**config.mk**
```make
export PLATFORM = sky130hd
export DESIGN_NAME = link_partner
export DESIGN_NICKNAME = d
export VERILOG_FILES = /design/src/rtl/link_partner.sv
export SDC_FILE = /design/constraint.sdc
export NUM_CORES = 1
export LEC_CHECK = 0
export ABC_AREA = 1
export CAP_MARGIN = 20
export CORE_MARGIN = 2
export CORE_UTILIZATION = 56
export CTS_BUF_LIST = sky130_fd_sc_hd__clkbuf_8 sky130_fd_sc_hd__clkbuf_16
export CTS_CLUSTER_DIAMETER = 200
export CTS_CLUSTER_SIZE = 12
export DETAILED_ROUTE_END_ITERATION = 6
export GPL_TIMING_DRIVEN = 1
export PLACE_DENSITY = 0.83
export SLEW_MARGIN = 20
export SYNTH_ARGS = -nofsm -noshare
export SYNTH_HDL_FRONTEND = slang
export SYNTH_SLANG_ARGS = --single-unit
```
**constraint.sdc**
```tcl
create_clock -name clk -period 2 [get_ports clk]
set_clock_uncertainty 0.05 [all_clocks]
set_input_delay 0.5 -clock clk [delete_from_list [all_inputs] [get_ports clk]]
set_output_delay 0.5 -clock clk [all_outputs]
set_load 0.05 [all_outputs]
```
**src/rtl/link_partner.sv**
```systemverilog
// Far-end partner for the DMG serial link: follows DMG SCK or drives its own SCK,
// shifting one byte out on sin_out while assembling one byte from sout_in.
module link_partner #(
  parameter int HALF_PERIOD = 256,
  parameter int SYNC_STAGES = 2
) (
  input  logic       clk,
  input  logic       reset,
  input  logic       master,
  input  logic [7:0] tx_data,
  input  logic       tx_wr,
  input  logic       start,
  input  logic       sck_in,
  output logic       sck_out,
  output logic       sck_oe,
  output logic       sin_out,
  input  logic       sout_in,
  output logic [7:0] rx_data,
  output logic       rx_valid,
  output logic       busy,
  output logic       tx_empty,
  output logic       overrun
);

  // state | meaning
  // IDLE  | no frame; waiting for DMG SCK fall (follower) or start (master)
  // SHIFT | follower frame in progress, stepping on synced DMG SCK edges
  // LOW   | master frame, SCK driven low, counting down one half period
  // HIGH  | master frame, SCK driven high, counting down one half period
  typedef enum logic [1:0] {IDLE, SHIFT, LOW, HIGH} state_t;

  localparam int CW = (HALF_PERIOD > 1) ? $clog2(HALF_PERIOD) : 1;
  localparam logic [CW-1:0] HP_M1 = CW'(HALF_PERIOD - 1);

  state_t                 state, state_n;
  logic [CW-1:0]          cnt, cnt_n;
  logic [3:0]             bit_cnt, bit_n;
  logic [7:0]             tx_sh, tx_n, rx_sh, rx_n, rxd_n, hold, hold_n;
  logic                   rxv_n, busy_n, sck_n, sin_n, empty_n, ovr_n, load;
  logic [SYNC_STAGES-1:0] sck_sync, sout_sync;
  logic                   sck_prev, sck_s, sout_s, rise, fall;

  assign sck_oe = master;
  assign sck_s  = sck_sync[SYNC_STAGES-1];
  assign sout_s = sout_sync[SYNC_STAGES-1];
  assign rise   = sck_s & ~sck_prev;
  assign fall   = ~sck_s & sck_prev;

  // Sync flops reset to the idle-high level so reset release never fakes an edge.
  always_ff @(posedge clk) begin
    if (reset) begin
      sck_sync  <= '1;
      sout_sync <= '1;
      sck_prev  <= 1'b1;
    end else begin
      sck_sync[0]  <= sck_in;
      sout_sync[0] <= sout_in;
      for (int i = 1; i < SYNC_STAGES; i++) begin
        sck_sync[i]  <= sck_sync[i-1];
        sout_sync[i] <= sout_sync[i-1];
      end
      sck_prev <= sck_s;
    end
  end

  always_ff @(posedge clk) begin
    if (reset) begin
      state    <= IDLE;
      cnt      <= '0;
      bit_cnt  <= '0;
      tx_sh    <= 8'hFF;
      rx_sh    <= 8'h00;
      rx_data  <= 8'h00;
      rx_valid <= 1'b0;
      busy     <= 1'b0;
      sck_out  <= 1'b1;
      sin_out  <= 1'b1;
      hold     <= 8'h00;
      tx_empty <= 1'b1;
      overrun  <= 1'b0;
    end else begin
      state    <= state_n;
      cnt      <= cnt_n;
      bit_cnt  <= bit_n;
      tx_sh    <= tx_n;
      rx_sh    <= rx_n;
      rx_data  <= rxd_n;
      rx_valid <= rxv_n;
      busy     <= busy_n;
      sck_out  <= sck_n;
      sin_out  <= sin_n;
      hold     <= hold_n;
      tx_empty <= empty_n;
      overrun  <= ovr_n;
    end
  end

  always_comb begin
    state_n = state;
    cnt_n   = cnt;
    bit_n   = bit_cnt;
    tx_n    = tx_sh;
    rx_n    = rx_sh;
    rxd_n   = rx_data;
    rxv_n   = 1'b0;
    busy_n  = busy;
    sck_n   = sck_out;
    sin_n   = sin_out;
    hold_n  = hold;
    empty_n = tx_empty;
    ovr_n   = overrun;
    load    = 1'b0;

    case (state)
      IDLE: begin
        if (!master && fall) begin
          load    = 1'b1;
          busy_n  = 1'b1;
          bit_n   = '0;
          state_n = SHIFT;
        end else if (master && start) begin
          load    = 1'b1;
          busy_n  = 1'b1;
          sck_n   = 1'b0;
          cnt_n   = HP_M1;
          state_n = LOW;
        end
      end
      SHIFT: begin
        if (master) begin
          state_n = IDLE;
          busy_n  = 1'b0;
          bit_n   = '0;
          sck_n   = 1'b1;
        end else if (rise) begin
          rx_n = {rx_sh[6:0], sout_s};
          if (bit_cnt == 4'd7) begin
            rxd_n   = rx_n;
            rxv_n   = 1'b1;
            busy_n  = 1'b0;
            bit_n   = '0;
            state_n = IDLE;
          end else begin
            bit_n = bit_cnt + 4'd1;
          end
        end else if (fall) begin
          tx_n  = {tx_sh[6:0], 1'b1};
          sin_n = tx_n[7];
        end
      end
      LOW: begin
        if (!master) begin
          state_n = IDLE;
          busy_n  = 1'b0;
          bit_n   = '0;
          sck_n   = 1'b1;
        end else if (cnt == '0) begin
          sck_n = 1'b1;
          rx_n  = {rx_sh[6:0], sout_s};
          bit_n = bit_cnt + 4'd1;
          if (bit_cnt == 4'd7) begin
            rxd_n = rx_n;
            rxv_n = 1'b1;
          end
          cnt_n   = HP_M1;
          state_n = HIGH;
        end else begin
          cnt_n = cnt - 1'b1;
        end
      end
      HIGH: begin
        if (!master) begin
          state_n = IDLE;
          busy_n  = 1'b0;
          bit_n   = '0;
          sck_n   = 1'b1;
        end else if (cnt == '0) begin
          if (bit_cnt == 4'd8) begin
            busy_n  = 1'b0;
            bit_n   = '0;
            state_n = IDLE;
          end else begin
            sck_n   = 1'b0;
            tx_n    = {tx_sh[6:0], 1'b1};
            sin_n   = tx_n[7];
            cnt_n   = HP_M1;
            state_n = LOW;
          end
        end else begin
          cnt_n = cnt - 1'b1;
        end
      end
      default: state_n = IDLE;
    endcase

    // A same-cycle tx_wr refills the holding register after the load took the old byte.
    if (load) begin
      tx_n    = tx_empty ? 8'hFF : hold;
      sin_n   = tx_n[7];
      empty_n = 1'b1;
    end
    if (tx_wr) begin
      hold_n  = tx_data;
      empty_n = 1'b0;
      if (!tx_empty) ovr_n = 1'b1;
    end
  end

endmodule

```
# ---- After elaboration in Yosys (flattened, before gate mapping)
# Index checks and enable logic that the tools add are counted.
dict set report totals {
  out_inout_bits 15
  word_cells 156
  register_bits 55
  inputBits 15
}
dict set report classes {
  reduce_logical 17
  n_mux 87
  n_eq_ne 29
  bitwise 5
  add_sub_neg 2
}
# op n
set ops {}
lappend ops {{two-way mux 8 bit} 13}
lappend ops {{two-way mux 7 bit} 11}
lappend ops {{inequality test 3 bit, second input constant} 14}
lappend ops {{two-way mux 4 bit} 9}
lappend ops {{two-way mux 1 bit} 34}
lappend ops {{case mux 7 bit (2 select lines)} 2}
lappend ops {{case mux 8 bit (3 select lines)} 1}
lappend ops {{two-way mux 2 bit} 10}
lappend ops {{inequality test 2 bit, second input constant} 10}
lappend ops {{AND reduction 6 bit} 3}
lappend ops {{case mux 4 bit (4 select lines)} 1}
lappend ops {{case mux 8 bit (2 select lines)} 1}
lappend ops {{AND reduction 5 bit} 3}
lappend ops {{logical NOT 8 bit} 1}
lappend ops {{case mux 1 bit (4 select lines)} 2}
lappend ops {{case mux 2 bit (4 select lines)} 1}
lappend ops {{subtractor 8 x 1 -> 8 bit, second input constant} 1}
lappend ops {{AND reduction 7 bit} 1}
lappend ops {{nonzero test 3 bit} 2}
lappend ops {{adder 4 x 1 -> 4 bit, second input constant} 1}
lappend ops {{== test 2 bit, second input constant} 2}
lappend ops {{== test 4 x 3 -> 1 bit, second input constant} 1}
lappend ops {{== test 4 bit, second input constant} 1}
lappend ops {{case mux 1 bit (2 select lines)} 2}
lappend ops {{other kinds (8)} 13}

# ---- Depth between registers and ports, before layout
dict set report logic_depth {
  depth_word 7
  depth_mapped 12
  mapped_depth_nobuf 11
}

# ---- Worst setup path after synthesis
# Ideal clock, no wire load.
dict set report synth_path {
  kind {reg-to-reg}
  from {register state[0]}
  to {register rx_data[1]}
  synth_period_minus_slack_ps 1749
  path_buffers 2
  setup_time_ps 129
  required_time_ps 1821
  stages_incl_launch_ff 10
  arrival_time_ps 1570
  setup_slack_ps 251
  cell_sequence {dfxtp_1 > inv_1 > ha_1 > clkbuf_1 > nand2_1 > a21boi_4 > nand3_4 > buf_6 > o21ai_1 > nor2_1}
}
dict set report synth_via {
  elab_chain_cells 3
  word_cells_on_any_way 9
  classes_between {6 x eq/ne; 1 x mux; 2 x reduce/logical}
}
# element line_no
set synth_rtl {}
lappend synth_rtl {{start, declared} 35} ;# state_t state, state_n;
lappend synth_rtl {{start signal, assigned} 82} ;# state <= state_n;
lappend synth_rtl {{== test 2 bit / == test 2 x 1 -> 1 bit (equally long branches)} 114} ;# case (state)
lappend synth_rtl {{inequality test 2 bit (no line) / nonzero test 2 bit (equally long branches)} --}
lappend synth_rtl {{AND reduction 5 bit (no line)} --}
lappend synth_rtl {{end signal, assigned} 87} ;# rx_data <= rxd_n;
lappend synth_rtl {{end, declared} 18} ;# output logic [7:0] rx_data,
# Several ways; a longest one is shown, not always the timed one.
# A chain may end at the register's enable or synchronous reset.

# ---- Worst setup path in the final report
dict set report layout_path {
  from {register state[1]}
  to {register rx_data[2]}
}
# Same word-level chain as after synthesis.

==> run metrics <==
TritonCTS Sinks=55; CP endpoint kind=register; count leader, synth=nand2_1; Slew HR=66.2%; critical path class=register to register; top cells by area, synth=dfxtp_1, nand2_1, nand3_1; initial antenna violation count=0; Reg area=1100 sq um; Worst Hold Class=register to register; port bufs=29; share of layout cells above drive strength 1=15.4%; die height=74.0 um; Post-Syn Nets=423; Setup TNS=0 ns; die area=5470 sq um; global-route wire length before repair=10200 um; Initial Util=58.0%; min-delay src=sout_sync[0]$_SDFF_PP1_; Synth Area per Inst=6.87 sq um; CTS Buf Count=5; worst-margin pin slew=0.501 ns; synthesized area=2740 sq um; dpl ws=-0.191 ns; vias in the first global route=2433; Final Hold Violating Endpoints=0; mux share of post-synthesis cell area=0%; WP data arrival=2.06 ns; IO Pins=30; r2r startpoint=state[1]$_SDFFE_PP0P_; share of the synthesized area in the top cell type=40.2%; Post-Synth Simple-Gate Area=35.8%; outcome=complete, no violations; FILL cells=408; max-slew violation count=0; Wirelength per Cell=11.7 um; EDFF count, synth=0; detailed placement HPWL=4270 um; async set or reset register ratio after synthesis=0%; hold_buf cts=0; Synth Area in Compound Gates=11.8%; CTS tree=done; Std-Cell Rows=25; RSZ-0062 raised after global routing=true; Syn Inst Count=399; Final ANT Viol Nets=0; worst-path fanout max=7; Crit path required time=2.16 ns; dominant synthesized flop cell=dfxtp_1; diode count=0; Period minus WS final=1.90 ns; synthesized-area fraction occupied by adder cells=4.11%; register area share after synthesis=40.2%; drt first pass iters=4; count of different cell masters after synthesis=27; # setup viols final=0; fmax=526 MHz; drt drc=0; DRT Wirelength=5940 um; Post-synth top cells=nand2_1, nor2_1, dfxtp_1; main combinational cell family by area after synthesis=simple AND/OR/NAND/NOR gates; Post-Synth XOR/XNOR Area=0.320%; final net count=464; Max-cap violations=0; deepest clock path buffer count=2; via/cell ratio=5.08; Clock Pin Slew Worst Setup and Hold Paths=0.09 ns; Total GRT Usage=23.5%; synthesized flop and latch total=55; pwr/cell area=1240 nW/um^2; area grow syn2layout=22.6%; Root Buffer=clkbuf_8; period utilization=95.0%; Worst setup startpoint=state[1]$_SDFFE_PP0P_; core box area=4720 sq um; largest net degree at the start of global routing=29; via count=2582; Worst VDD drop=0.691 mV; remaining global-route overflow=0; dominant cell type by area after synthesis=dfxtp_1; fin worst setup slack=0.0995 ns; final core utilization=71.1%; Synth warnings=0; GP Congestion=0.949; DIE WIDTH=74.0 um; H-tree levels=2; Lkg Pwr=1.57 nW; area of the multi-input gates=1470 sq um; clock latency on the worst-skew pair=0.31 ns; Setup crit start kind=register; First DRT Iteration DRCs=187
## flip-flops by register name (all words and copies together) (netlist names), 2 cells and up
| register | flops |
|---|---|
| rx_data | 8 |
| sout_sync | 2 |
| cnt | 8 |
| state | 2 |
| rx_sh | 7 |
| sck_sync | 2 |
| bit_cnt | 4 |
| tx_sh | 7 |
| hold | 8 |
## through the flow
step	power (W)	cell area, sq um	instances	hold WS (ns)
after floorplan	0.00280	2740	399	0.339
after global placement	0.00329	3190	499	0.340
after detailed placement	0.00332	3190	499	0.343
after CTS	0.00409	3300	507	0.365
after global routing	0.00450	3360	508	0.380
final	0.00415	3360	508	0.365
## worst max-delay path, cell delays in order (launching register included)
cell	delay, ns
dfxtp_1	0.34
inv_1	0.14
ha_2	0.23
inv_1	0.10
nor2_4	0.14
nand2_2	0.09
a21boi_4	0.26
nand3_2	0.23
o21ai_1	0.18
nor2_1	0.05
## cell usage in the layout (no fill, tap or decap), drive strengths merged
cell           count
nor3               4
nand3             49
or2                5
clkinv             3
inv               40
dfxtp             55
nor2              63
xor2               1
nand4              6
nand2             94
a21boi             2
ha                 9
buf               29
dlymetal6s2s       2
clkdlybuf4s50     13
a21oi             24
o21ai             34
bufinv             1
clkbuf             6
nand3b             1
## where the power goes
| group | switching (W) | internal, W |
|---|---|---|
| combinational | 0.00124 | 0.000709 |
| sequential | 0.000144 | 0.00131 |
| clock | 0.000349 | 0.000405 |
| total | 0.00173 | 0.00242 |
## kinds of logic (layout without fill, tap and decap cells)
| family | Yosys count | in the layout |
|---|---|---|
| AO/OA/AOI/OAI | 60 | 60 |
| XOR/XNOR | 1 | 1 |
| adder cells (fa/ha/maj) | 9 | 9 |
| buffers and inverters | 53 | 94 |
| flip-flops | 55 | 55 |
| AND/OR/NAND/NOR | 221 | 222 |
## metal layers
metal	vias up	wire length (um)	GRT usage (%)
met2	49	2870	41.1
met5	-	0	0
met1	1161	2800	29.1
met4	0	56	7.47
li1	1365	-	-
met3	7	214	4.74
## repair_timing
action	4_1_cts	5_1_grt
buffers inserted	0	0
setup endpoints to repair	0	15
resized for setup	0	11
## path summary, 6_finish.rpt
check | cells past startpoint | to | slack [ns]
max reg2reg | 9 | rx_data[2]$_SDFFE_PP0P_ | 0.1
min | 1 | sout_sync[1]$_SDFF_PP1_ | 0.37
min reg2reg | 1 | sout_sync[1]$_SDFF_PP1_ | 0.37
max | 9 | rx_data[2]$_SDFFE_PP0P_ | 0.1
## area by class of cell
class	instances	share of cell area, %
sequential	55	32.8
tap	67	2.50
inverter	42	4.69
timing repair buffer	44	12.6
clock inverter	2	1.04
clock buffer	6	2.46
multi-input combinational	292	43.9
Power figures use the tool's default switching activity.
